## src/rtl/valve_seq_pkg.sv

```systemverilog
// Shared types and constants for the valve chain sequencer.
package valve_seq_pkg;

  typedef enum logic [1:0] {
    IDLE   = 2'd0,
    RUN    = 2'd1,
    FINISH = 2'd2
  } state_e;

  localparam logic VALVE_CLOSED = 1'b1;

endpackage

```

## src/rtl/valve_seq_timer.sv

```systemverilog
// Loadable phase down-counter; end_o marks the last clock of a phase.
module valve_seq_timer #(
  parameter int STEP_W = 16
) (
  input  logic              clk,
  input  logic              rst_n,
  input  logic              load_i,
  input  logic              en_i,
  input  logic [STEP_W-1:0] load_val_i,
  output logic [STEP_W-1:0] cnt_o,
  output logic              end_o
);

  logic [STEP_W-1:0] cnt_q, cnt_d;

  always_comb begin
    cnt_d = cnt_q;
    if (load_i)
      cnt_d = load_val_i;
    else if (en_i && cnt_q != '0)
      cnt_d = cnt_q - STEP_W'(1);
  end

  always_ff @(posedge clk or negedge rst_n) begin
    if (!rst_n) cnt_q <= '0;
    else        cnt_q <= cnt_d;
  end

  assign cnt_o = cnt_q;
  assign end_o = en_i && (cnt_q == '0);

endmodule

```

## src/rtl/valve_chain_sequencer.sv

```systemverilog
// Peristaltic valve chain sequencer: one open valve walks the chain per phase.
// Optional macro VALVE_SEQ_OVERLAP_EN opens the next valve on a phase's last clock.
module valve_chain_sequencer
  import valve_seq_pkg::*;
#(
  parameter int NUM_VALVES = 4,
  parameter int STEP_W     = 16,
  parameter int CNT_W      = 8
) (
  input  logic                  clk,
  input  logic                  rst_n,
  input  logic                  start,
  input  logic                  stop,
  input  logic                  dir,
  input  logic [STEP_W-1:0]     step_period,
  input  logic [CNT_W-1:0]      num_cycles,
  output logic [NUM_VALVES-1:0] valve_ctrl,
  output logic                  busy,
  output logic                  done,
  output logic                  step_strobe
);

  localparam int PH_W = $clog2(NUM_VALVES);
  localparam logic [PH_W-1:0] PH_LAST = PH_W'(NUM_VALVES - 1);

  state_e            state_q, state_d;
  logic              dir_q, dir_d;
  logic [STEP_W-1:0] per_q, per_d;    // effective period minus one
  logic [CNT_W-1:0]  ncyc_q, ncyc_d;
  logic [CNT_W-1:0]  cyc_q, cyc_d;    // completed cycles, saturating
  logic [PH_W-1:0]   ph_q, ph_d;

  logic              in_run, accept, last_ph, last_cyc;
  logic [STEP_W-1:0] start_per_m1;
  logic              t_load, t_end;
  logic [STEP_W-1:0] t_load_val, t_cnt;
  logic [PH_W-1:0]   open_idx;

  assign in_run       = (state_q == RUN);
  assign accept       = (state_q == IDLE) && start && !stop;
  assign last_ph      = (ph_q == PH_LAST);
  assign last_cyc     = (ncyc_q != '0) && (cyc_q == ncyc_q - CNT_W'(1));
  assign start_per_m1 = (step_period == '0) ? '0 : step_period - STEP_W'(1);

  assign t_load     = accept || t_end;
  assign t_load_val = accept ? start_per_m1 : per_q;

  valve_seq_timer #(.STEP_W(STEP_W)) u_timer (
    .clk        (clk),
    .rst_n      (rst_n),
    .load_i     (t_load),
    .en_i       (in_run),
    .load_val_i (t_load_val),
    .cnt_o      (t_cnt),
    .end_o      (t_end)
  );

  always_comb begin
    state_d = state_q;
    dir_d   = dir_q;
    per_d   = per_q;
    ncyc_d  = ncyc_q;
    cyc_d   = cyc_q;
    ph_d    = ph_q;
    case (state_q)
      IDLE: if (accept) begin
        state_d = RUN;
        dir_d   = dir;
        per_d   = start_per_m1;
        ncyc_d  = num_cycles;
        cyc_d   = '0;
        ph_d    = '0;
      end
      RUN: begin
        if (stop) begin
          state_d = IDLE;
        end else if (t_end) begin
          if (last_ph) begin
            ph_d = '0;
            if (last_cyc)       state_d = FINISH;
            else if (cyc_q != '1) cyc_d = cyc_q + CNT_W'(1);
          end else begin
            ph_d = ph_q + PH_W'(1);
          end
        end
      end
      FINISH:  state_d = IDLE;
      default: state_d = IDLE;
    endcase
  end

  always_ff @(posedge clk or negedge rst_n) begin
    if (!rst_n) begin
      state_q <= IDLE;
      dir_q   <= 1'b0;
      per_q   <= '0;
      ncyc_q  <= '0;
      cyc_q   <= '0;
      ph_q    <= '0;
    end else begin
      state_q <= state_d;
      dir_q   <= dir_d;
      per_q   <= per_d;
      ncyc_q  <= ncyc_d;
      cyc_q   <= cyc_d;
      ph_q    <= ph_d;
    end
  end

  assign open_idx = dir_q ? (PH_LAST - ph_q) : ph_q;

`ifdef VALVE_SEQ_OVERLAP_EN
  logic [PH_W-1:0] nxt_ph, nxt_idx;
  logic            ovl;
  assign nxt_ph  = last_ph ? '0 : ph_q + PH_W'(1);
  assign nxt_idx = dir_q ? (PH_LAST - nxt_ph) : nxt_ph;
  // No overlap when the run is about to finish or phases are one clock long.
  assign ovl     = in_run && (t_cnt == '0) && (per_q != '0) && !(last_ph && last_cyc);
`endif

  always_comb begin
    valve_ctrl = {NUM_VALVES{VALVE_CLOSED}};
    if (in_run) begin
      valve_ctrl[open_idx] = ~VALVE_CLOSED;
`ifdef VALVE_SEQ_OVERLAP_EN
      if (ovl) valve_ctrl[nxt_idx] = ~VALVE_CLOSED;
`endif
    end
  end

  assign busy        = in_run;
  assign done        = (state_q == FINISH);
  assign step_strobe = in_run && (t_cnt == per_q);

endmodule

```

## config.mk

```make
export PLATFORM = sky130hd
export DESIGN_NAME = valve_chain_sequencer
export DESIGN_NICKNAME = d
export VERILOG_FILES = /design/src/rtl/valve_seq_pkg.sv /design/src/rtl/valve_seq_timer.sv /design/src/rtl/valve_chain_sequencer.sv
export SDC_FILE = /design/constraint.sdc
export NUM_CORES = 1
export LEC_CHECK = 0
export BUFFER_PORTS_ARGS = -buffer_cell sky130_fd_sc_hd__buf_2
export CAP_MARGIN = 5
export CORE_ASPECT_RATIO = 1.25
export CORE_UTILIZATION = 41
export DETAILED_ROUTE_END_ITERATION = 12
export SETUP_SLACK_MARGIN = 0.1
export SLEW_MARGIN = 20
export SYNTH_ARGS = -nofsm -noshare
export SYNTH_HDL_FRONTEND = slang
export SYNTH_SLANG_ARGS = --single-unit
```

## constraint.sdc

```tcl
create_clock -name clk -period 4.1 [get_ports clk]
set_input_delay 0.41 -clock clk [delete_from_list [all_inputs] [get_ports clk]]
set_output_delay 0.41 -clock clk [all_outputs]
set_load 0.02 [all_outputs]
```

; After elaboration in Yosys (flattened, before gate mapping)
; Index checks and enable logic that the tools add are counted.
[word_totals]
register_bits = 53
output_inout_bits = 7
[op_classes]
addsub = 6
order_cmp = 2
eq_ne = 15
n_mux = 26
bitwise_logic = 1
reduce_logical = 20
[op_table]
columns = cell, n
row1 = 16-bit two-way mux, 4
row2 = 8-bit two-way mux, 6
row3 = 16-bit logical NOT, 2
row4 = 16-bit by 1-bit subtractor with 16-bit output (second input constant), 2
row5 = 2-bit two-way mux, 10
row6 = 16-bit equality test, 1
row7 = 8-bit case mux with 2 select lines, 1
row8 = 16-bit nonzero test, 1
row9 = 3-bit by 2-bit != test with 1-bit output (second input constant), 3
row10 = 8-bit by 1-bit adder with 8-bit output (second input constant), 1
row11 = 8-bit equality test, 1
row12 = 8-bit != test (second input constant), 1
row13 = 2-bit case mux with 2 select lines, 2
row14 = 4-bit AND reduction, 2
row15 = 8-bit nonzero test, 1
row16 = 8-bit by 1-bit subtractor with 8-bit output (second input constant), 1
row17 = 1-bit logical AND, 7
row18 = 7-bit AND reduction, 1
row19 = 2-bit by 1-bit != test with 1-bit output (second input constant), 3
row20 = 2-bit != test (second input constant), 3
row21 = 2-bit equality test (second input constant), 2
row22 = 4-bit two-way mux, 1
row23 = 4-bit NOT, 1
row24 = 2-bit nonzero test, 2
row25 = other kinds (11), 11

; Longest topological paths before layout
[logic_depth]
word_depth = 8
depth_mapped = 10

; Modules after synthesis
; From an unflattened synthesis, not the netlist that was laid out.
[hier_totals]
cells_unflattened = 409
hier_area_um2 = 3542.1
[by_module_without_submodules]
columns = module, n_inst, cells_each, area_each_um2, seq_area_each_um2
row1 = valve_chain_sequencer, 1, 293, 2492.4, 925.9
row2 = valve_seq_timer, 1, 116, 1049.8, 400.4

; Worst setup path after synthesis
; Ideal clock, no wire load.
[synth_path]
path_kind = reg-to-reg
startpoint = register ncyc_q[0]
endpoint = register cyc_q[5]
setup_time_ps = 66
t_arrival_ps = 2276
path_slack_ps = 1758
stages_incl_launch_ff = 10
period_less_slack_ps = 2342
cell_sequence = dfrtp_1 inv_1 ha_1 o21bai_1 a2111oi_0 a311oi_2 a211oi_2 nor4_4 a211o_1 nand2_1
[synth_between]
elab_chain_len = 5
word_cells_on_any_way = 6
cone_classes = add/sub: 1 / eq/ne: 2 / reduce/logical: 3
[synth_rtl]
columns = element, line_no
row1 = from (decl), valve_chain_sequencer.sv:29  ; logic [CNT_W-1:0] ncyc_q, ncyc_d;
row2 = from (signal assigned), valve_chain_sequencer.sv:104  ; ncyc_q <= ncyc_d;
row3 = 8-bit by 1-bit subtractor with 8-bit output, valve_chain_sequencer.sv:42  ; assign last_cyc = (ncyc_q != '0) && (cyc_q == ncyc_q - CNT_W'(1));
row4 = 8-bit equality test, valve_chain_sequencer.sv:42
row5 = 1-bit logical AND *, valve_chain_sequencer.sv:42
row6 = 2-bit != test (no line) *, n/a
row7 = 7-bit AND reduction (no line) *, n/a
row8 = to (signal assigned), valve_chain_sequencer.sv:105  ; cyc_q <= cyc_d;
row9 = to (decl), valve_chain_sequencer.sv:30  ; logic [CNT_W-1:0] cyc_q, cyc_d;
; Mark *: on every way between the ends. The rest lies on a longest branch, timed or not.
; A chain may end at the register's enable or synchronous reset.

; Worst setup path in the final report
[layout_path]
startpoint = register ncyc_q[0]
endpoint = register state_q[1]
[layout_between]
elab_chain_len = 5
word_cells_on_any_way = 6
cone_classes = add/sub: 1 / eq/ne: 2 / reduce/logical: 3
[layout_rtl]
columns = element, line_no
row1 = 8-bit by 1-bit subtractor with 8-bit output, valve_chain_sequencer.sv:42
row2 = 8-bit equality test, valve_chain_sequencer.sv:42
row3 = 1-bit logical AND *, valve_chain_sequencer.sv:42
row4 = 3-bit by 2-bit != test with 1-bit output (no line) *, n/a
row5 = 4-bit AND reduction (no line) *, n/a
row6 = to (signal assigned), valve_chain_sequencer.sv:101  ; state_q <= state_d;
row7 = to (decl), valve_chain_sequencer.sv:26  ; state_e state_q, state_d;
; Marked as above.

==> flow_summary_export.csv <==
group,metric,value,unit
worst_setup_path,critical_path.endpoint_type,"flip-flop",
clock_network,clk_pin_slew,0.09,ns
yosys,synth_most_common_cell,"nand2_1",
status,status,"finished with violations",
yosys,ys.flop_type,"dfrtp_1",
clock_network,cts_tree,"yes",
clock_network,ctsHtreeMaxLevel,2,
global_route,grt_pass1_vias,3043,
placed_design,hpwl,6550,um
timing,min_period_over_period,0.685,
timing,worstMarginPinSlew,0.858,ns
floorplan,die_x,84.8,um
clock_network,cts_resized,0,
floorplan,core_area,0.00829,mm2
global_route,grt_pass1_wl,14600,um
global_route,grt.busiest_layer,"met2",
worst_setup_path,crit_arrival,3.05,ns
timing,clock_skew,0.00445,ns
placed_design,place_area,0.00374,mm2
layout,multi_input_area,0.00204,mm2
detailed_routing,drt_wl_total,8740,um
worst_setup_path,crit_type,"flip-flop to flip-flop",
yosys,yosys.area.top_type,"dfrtp_1",
timing,setup_viol,0,
worst_setup_path,crit_path_start_kind,"flip-flop",
timing,hold_violations,0,
timing,tns,0,ns
worst_setup_path,rrSetupSlack,1.29,ns
floorplan,fp-row-count,37,
yosys,synthTopCellsByArea,"dfrtp_1 (38%), nand2_1 (7.5%), xor2_1 (5.7%), nor2_1 (3.5%), o21ai_1 (3.0%)",
detailed_routing,vias_per_cell,5.72,
yosys,synth-edff-count,0,
clock_network,insertion_delay,0.31,ns
floorplan,start_util,0.424,
layout,area_delta_synth_final,8.52,%
yosys,async_reset_ff_frac,1.00,
yosys,synth_cells,420,
timing,fmax,0.356,GHz
yosys,syn_nets,456,
floorplan,io_pins,36,
layout,diodes,0,
global_route,grt_max_degree,54,
yosys,synth-seq-cells,53,
layout,final_nets,477,
clock_network,hold_buffers,0,
placed_design,gp_congestion,0.835,
detailed_routing,vias,3071,
timing,maxSlewViolCount,0,
yosys,avgSynthCellArea,8.36,um2
run,cap_viol_max_count,0,
global_route,grt.met2_usage,0.383,
layout,drive_above_1_share,0.130,
detailed_routing,drcViolationCount,2,
global_route,use_met1,0.241,
yosys,ys.warnings.count,0,
clock_network,cts_setup_buffers,0,
layout,regArea,0.00133,mm2
power_and_ir_drop,power_density,516,mW/mm2
status,violations,"design-rule violations",
yosys,synth_common_cells,"nand2_1 (70), dfrtp_1 (53), nor2_1 (33)",
layout,design_area,0.00381,mm2
worst_setup_path,critPathMaxFanout,8,
yosys,ys_seq_area_frac,0.378,
detailed_routing,drt_first_pass_iters,8,
worst_setup_path,timing.rr.start,"ncyc_q[0]",
power_and_ir_drop,leakagePower,1.63,nW
clock_network,cts.sink_count,53,
clock_network,cts_made_buffers,5,
global_route,antenna_found_initial,0,
power_and_ir_drop,peakVddDrop,0.000158,V
floorplan,die-area,0.00894,mm2
worst_hold_path,hp-class,"input port to asynchronous set/reset pin",
placed_design,io_buffers,35,
global_route,grtUsageMet3,0.0282,
clock_network,clockBufferDepth,2,
layout,fillers,832,
detailed_routing,wl_per_cell,16.3,um
worst_setup_path,r2r_end,"state_q[1]",
worst_setup_path,reg2reg_depth,8,
floorplan,die_h,105,um
yosys,syn-cell-area,0.00351,mm2
global_route,overflow,0,
timing,maxSlewHeadroom,0.428,
worst_setup_path,crit_required,4.34,ns
timing,rsz0062_at_grt,"false",
clock_network,root_buffer,"clkbuf_8",
global_route,grt_use_total,0.207,
detailed_routing,detail-route-antenna-nets,0,
yosys,synth_top_area_share,0.378,
detailed_routing,drtIter0Drc,118,
timing,period_needed,2.81,ns
yosys,synthDistinctLibCells,60,
==> power by group <==
group          internal (W)  switching [W]  leakage [nW]
clock network      0.000113       0.000167        0.0399
registers          0.000685       0.000252         0.664
logic              0.000316       0.000432         0.928
==> metrics by stage <==
step	hold WS, ns	cells	worst slack, ns	power [W]	utilization
after detailed placement	0.521	531	1.32	0.00169	0.451
final	0.221	537	1.29	0.00197	0.460
after global routing	0.278	537	0.994	0.00213	0.460
after global placement	0.503	531	1.40	0.00167	0.451
after floorplan	0.114	420	1.76	0.00146	-
after CTS	0.256	537	1.30	0.00197	0.460
==> cells by family (layout without fill, tap and decap cells) <==
| logic type | Yosys count | count (layout) | synth area share |
|---|---|---|---|
| AO/OA/AOI/OAI | 89 | 89 | 0.167 |
| XOR/XNOR | 35 | 35 | 0.0873 |
| adder cells (fa/ha/maj) | 7 | 7 | 0.0249 |
| buffers and inverters | 36 | 56 | 0.0406 |
| flip-flops | 53 | 53 | 0.378 |
| multiplexers | 4 | 4 | 0.0114 |
| AND/OR/NAND/NOR | 196 | 196 | 0.291 |
==> per-layer routing <==
layer | part of all wire | routed length [um]
met1 | 0.43 | 3740
met2 | 0.52 | 4560
met3 | 0.029 | 257
met4 | 0.021 | 184
met5 | 0 | 0
==> sequential cells by signal, summed over array words and instances (netlist names) <==
name / count
state_q: 2
per_q: 16
u_timer.cnt_o: 16
ncyc_q: 8
ph_q: 2
cyc_q: 8
dir_q: 1
==> critical path, stage by stage (launching register included) <==
cell and delay, ns:
dfrtp_1 0.48, inv_1 0.11, ha_1 0.32, o21bai_1 0.19, a2111oi_0 0.56, a311oi_2 0.08, a211oi_2 0.45, nor3b_1 0.38
nor2b_1 0.18
==> layout make-up <==
type                       instances  area share
clock buffer                       5      0.0181
sequential                        53       0.348
timing repair buffer              39      0.0539
inverter                          11      0.0108
multi-input combinational        331       0.536
tap                               97      0.0319
clock inverter                     1     0.00131
==> cell usage in the layout, fill, tap and decap left out, types with 2 or more instances in the layout <==
cell and instances:
nor4_4 2, nand4_1 8, inv_1 10, or3_1 5, a21oi_1 14, and3b_1 2, nand2b_1 11, o21a_1 3
buf_2 35, o22ai_1 2, or4_1 3, nand3_1 6, xnor2_1 12, a211oi_1 4, o31ai_1 7, o21ai_0 13
nor3b_1 4, a211o_1 3, nor3_2 2, a31oi_1 2, nand2_1 70, and3_1 6, mux2i_1 4, xor2_1 23
o221a_1 3, dfrtp_1 53, a21o_1 2, nor2_1 33, nor2b_1 4, nor4_1 11, clkbuf_8 5, ha_1 7
o21ai_1 21, buf_4 4, a311oi_1 3, nor3_1 18
==> worst max path at each step <==
stage | cells past startpoint | endpoint | slack (ns) | startpoint
2_1_floorplan | 9 | cyc_q[5] | 1.76 | ncyc_q[0]
3_3_place_gp | 7 | u_timer.cnt_o[5] | 1.40 | start
3_5_place_dp | 7 | u_timer.cnt_o[5] | 1.32 | start
4_1_cts | 8 | state_q[1] | 1.30 | ncyc_q[0]
5_1_grt | 8 | state_q[1] | 0.99 | ncyc_q[0]
6_report | 8 | state_q[1] | 1.29 | ncyc_q[0]
(Power assumes the default switching activity.)
